**src/rtl/sigmoid_feeder.sv**
```systemverilog
// Serializes packed bf16 words one lane per cycle into the sigmoid unit,
// metering issue with a credit counter that mirrors downstream buffer space.
module sigmoid_feeder #(
    parameter int LANES   = 4,
    parameter int CREDITS = 8
) (
    input  logic                     clk,
    input  logic                     rst,
    input  logic                     in_valid,
    output logic                     in_ready,
    input  logic [16*LANES-1:0]      in_data,
    input  logic [$clog2(LANES):0]   in_count,
    input  logic                     in_last,
    output logic                     out_valid,
    output logic [15:0]              out_data,
    output logic                     out_last,
    input  logic                     credit_return,
    output logic [3:0]               credits,
    output logic                     credit_err,
    output logic                     busy
);

    localparam int LW = $clog2(LANES);
    localparam int CW = LW + 1;
    localparam logic [CW-1:0] LANES_C  = CW'(LANES);
    localparam logic [3:0]    CRED_MAX = 4'(CREDITS);

    logic [16*LANES-1:0] r_hold_data;
    logic [CW-1:0]       r_hold_count;
    logic                r_hold_last;
    logic                r_hold_valid;
    logic [LW-1:0]       r_lane;
    logic [3:0]          r_cred;
    logic                r_credit_err;

    logic                w_issue;
    logic                w_last_lane;
    logic                w_final;
    logic                w_accept;
    logic [CW-1:0]       w_count;

    assign w_issue     = r_hold_valid && (r_cred != 4'd0);
    assign w_last_lane = ({1'b0, r_lane} == (r_hold_count - CW'(1)));
    assign w_final     = w_issue && w_last_lane;
    assign in_ready    = !r_hold_valid || w_final;
    assign w_accept    = in_valid && in_ready;
    assign w_count     = (in_count > LANES_C) ? LANES_C : in_count;

    assign out_valid  = w_issue;
    assign out_last   = w_issue && r_hold_last && w_last_lane;
    assign credits    = r_cred;
    assign credit_err = r_credit_err;
    assign busy       = r_hold_valid;

    always_comb begin
        out_data = '0;
        for (int unsigned k = 0; k < LANES; k++) begin
            if (r_lane == LW'(k)) begin
                out_data = r_hold_data[16*k +: 16];
            end
        end
    end

    // An empty word is consumed without touching the holding register,
    // so only the final-lane clear can change it in that cycle.
    always_ff @(posedge clk or posedge rst) begin
        if (rst) begin
            r_hold_data  <= '0;
            r_hold_count <= '0;
            r_hold_last  <= 1'b0;
            r_hold_valid <= 1'b0;
            r_lane       <= '0;
        end else if (w_accept && (in_count != '0)) begin
            r_hold_data  <= in_data;
            r_hold_count <= w_count;
            r_hold_last  <= in_last;
            r_hold_valid <= 1'b1;
            r_lane       <= '0;
        end else if (w_final) begin
            r_hold_valid <= 1'b0;
            r_lane       <= '0;
        end else if (w_issue) begin
            r_lane       <= r_lane + LW'(1);
        end
    end

    always_ff @(posedge clk or posedge rst) begin
        if (rst) begin
            r_cred       <= CRED_MAX;
            r_credit_err <= 1'b0;
        end else if (w_issue && !credit_return) begin
            r_cred <= r_cred - 4'd1;
        end else if (credit_return && !w_issue) begin
            if (r_cred == CRED_MAX) begin
                r_credit_err <= 1'b1;
            end else begin
                r_cred <= r_cred + 4'd1;
            end
        end
    end

endmodule

```
**config.mk**
```make
export PLATFORM = sky130hd
export DESIGN_NAME = sigmoid_feeder
export DESIGN_NICKNAME = d
export VERILOG_FILES = /design/src/rtl/sigmoid_feeder.sv
export SDC_FILE = /design/constraint.sdc
export NUM_CORES = 1
export LEC_CHECK = 0
export CAP_MARGIN = 20
export CORE_MARGIN = 3
export CORE_UTILIZATION = 49
export DETAILED_ROUTE_END_ITERATION = 6
export GPL_ROUTABILITY_DRIVEN = 0
export HOLD_SLACK_MARGIN = 0.08
export PLACE_DENSITY = 0.82
export RECOVER_POWER = 25
export SKIP_CTS_REPAIR_TIMING = 1
export SLEW_MARGIN = 20
export SYNTH_ARGS = -nofsm -noshare
export SYNTH_HDL_FRONTEND = slang
export SYNTH_SLANG_ARGS = --single-unit
```
**constraint.sdc**
```tcl
create_clock -name clk -period 3.4 [get_ports clk]
set_input_delay 1.02 -clock clk [delete_from_list [all_inputs] [get_ports clk]]
set_output_delay 1.02 -clock clk [all_outputs]
set_load 0.03 [all_outputs]
```
==> run summary <==
Post-Syn Instances: 304
Clock Latency Late Sink: 0.35 ns
Pre-Repair DR Iteration Count: 4
fmax: 320.3 MHz
clk root buf: clkbuf_8
post-DP HPWL: 6.409 mm
CP Max Fanout: 15
Worst VDD drop: 355.7 µV
power per cell area: 562.7 nW/µm²
Core Area: 7370 µm²
initial antenna violation count: 0
Rel. slew slack: -8.899%
Top FF cell, synth: dfrtp_1
ant diodes: 0
number of flops mapped to enable cells by yosys: 0
Num CTS Buffers: 9
initial cell density of the core: 51.22%
GRT Util Overall: 20.76%
Mapped Area: 3775 µm²
final setup vio count: 0
clock sink count: 76
final instance area: 5111 µm²
setup TNS: 0 ns
grt total ovfl: 0
largest net degree at the start of global routing: 48
initial drt markers: 103
syn avg cell area: 12.42 µm²
Post-route DRC: 0
post-route ant nets: 0
fraction of layout cells with a size suffix above 1: 27.07%
Slew @ Worst Pin: 1.625 ns
CP Class: reg -> out
CTS tree: done
area of the die: 8793 µm²
Distinct cells, synth: 33
Crit path largest cell delay: 0.44 ns
DR vias/cell: 5.283
largest cells by area after synthesis: dfrtp_1, mux2_4, mux2_2, nand2_1, a21oi_1
Clock Pin Slew Worst Setup and Hold Paths: 0.07 ns
RSZ-0062 raised after global routing: no
drt wl/cell: 17.06 µm
maxcap violations: 1
commonest cells in the netlist: dfrtp_1, mux2_2, nand2_1, mux2_4, a21oi_1
Hold WC Path Type: reg -> reg
NumNets Final: 486
clk_skew: 0.01039 ns
post-synthesis async set-or-reset flop share: 100.0%
critical path endpoint category: output pin
worst path required time: 2.38 ns
IO Port Bufs: 96
vias in the first global route: 2898
minimum clock period after layout: 3.122 ns
CTS max path bufs: 2
final hold vios: 0
final period utilization: 91.82%
share of the synthesized area in the top cell type: 49.72%
H-tree Lvls: 3
status: complete, but fails checks
startpoint types: flip-flop
io pins: 97
Leak Pwr: 2.389 nW
Slew Viols, Final: 36
number of fill cells in the layout: 550
largest area contributor in the synthesized netlist: dfrtp_1
Fin Hold WS: 0.4799 ns
worst path arrival time: 2.10 ns
chip height: 93.77 µm
drt total wl: 8.682 mm
placed cells: 493
crit path cell chain: inv_1 > ha_1 > buf_4 > nand3b_1 > a21oi_1 > a21oi_1 > o21ai_0 > buf_4
failing checks: max-capacitance violations, max-slew violations
Finished Core Util: 69.35%
Syn Nets: 385
die extent in x: 93.77 µm
Critical-path top delay cell: dfrtp_1
Seq cells post-synth: 76
P&R area growth vs syn: 35.40%
cell row count: 31
Synth Warn #: 0
first-pass GRT wire length: 14.09 mm
Placed Instance Area: 4842 µm²
post-synthesis sequential area ratio: 50.41%
vias post-DR: 2689
top-count cell post-synth: dfrtp_1
final cell count without fillers: 509
-- cell usage in the layout, fill, tap and decap left out, drive strengths merged --
cell,instances
a211oi,1
a21oi,24
a221oi,5
a22o,2
a2bb2oi,1
a31o,1
a31oi,1
a32o,1
and2b,1
and3,1
and3b,1
buf,26
bufinv,4
clkbuf,13
clkdlybuf4s50,76
clkinvlp,1
dfrtp,75
dfstp,1
dlygate4sd3,2
dlymetal6s2s,3
ha,9
inv,7
mux2,65
nand2,34
nand2b,2
nand3,1
nand3b,12
nor2,1
nor2b,6
nor3,4
o21ai,11
o31ai,7
o41ai,2
or3,1
xnor2,5
xor2,3
-- metrics by stage --
| step | setup WS (ns) | power (mW) |
|---|---|---|
| floorplan | 0.3512 | 1.622 |
| global placement | 0.3950 | 1.969 |
| detailed placement | 0.3432 | 1.992 |
| CTS | -0.04457 | 2.896 |
| global route | 0.1260 | 3.012 |
| finish | 0.2781 | 2.876 |
-- cells by family (layout without fill, tap and decap cells) --
group,after synthesis,count (layout),synth area share [%]
flip-flops,76,76,50.41
multiplexers,65,65,22.17
AND/OR/NAND/NOR,64,64,8.684
AO/OA/AOI/OAI,56,56,10.21
buffers and inverters,26,132,3.679
adder cells (fa/ha/maj),9,9,2.983
XOR/XNOR,8,8,1.856
-- power breakdown --
group	switching (mW)	internal, mW	total [mW]	leakage, nW
Clock	0.320	0.583	0.903	0.131
Combinational	0.531	0.402	0.934	1.22
Sequential	0.0866	0.953	1.04	1.04
Total	0.937	1.94	2.88	2.39
-- registers in the layout (all words and copies together), names as in the netlist --
signal	cells
busy	1
r_hold_data	64
r_hold_last	1
r_hold_count	3
credit_err	1
credits	4
r_lane	2
-- critical path, delay by kind of cell, from the launching register on --
| family | cells | cell delay [ns] |
|---|---|---|
| buffers and inverters | 3 | 0.50 |
| DFF | 1 | 0.44 |
| AOI/OAI and AO/OA | 3 | 0.43 |
| adders and majority gates | 1 | 0.22 |
| and+or+nand+nor | 1 | 0.16 |
-- area by class of cell --
class	instances	area, µm²	area share (%)
Clock inverter	4	120.1	2.350
Multi-Input combinational cell	202	1733	33.90
Timing Repair Buffer	108	1055	20.64
Inverter	8	31.28	0.6120
Sequential cell	76	1903	37.23
Clock buffer	12	145.1	2.840
Tap cell	99	123.9	2.424
-- routing by layer --
metal  track usage [%]  share of wire, %  vias up
met5                 0                 0        -
met4             5.897               1.2        0
met1             25.92                44     1322
met2             34.89                48       79
met3             6.250               6.6       10
li1                  -                 -     1278
-- path summary, 6_finish.rpt --
check	start	endpoint	slack, ns	cells past startpoint
max in group asynchronous	rst	credits[3]	1.00	3
setup reg to reg	r_hold_count[0]	r_hold_data[50]	0.89	8
hold / removal	credit_err	credit_err	0.48	1
setup / recovery	r_lane[1]	out_data[5]	0.28	8
min in group asynchronous	rst	r_hold_data[24]	1.52	2
hold reg to reg	credit_err	credit_err	0.48	1
Note: power is estimated with default switching activity, not from simulation.
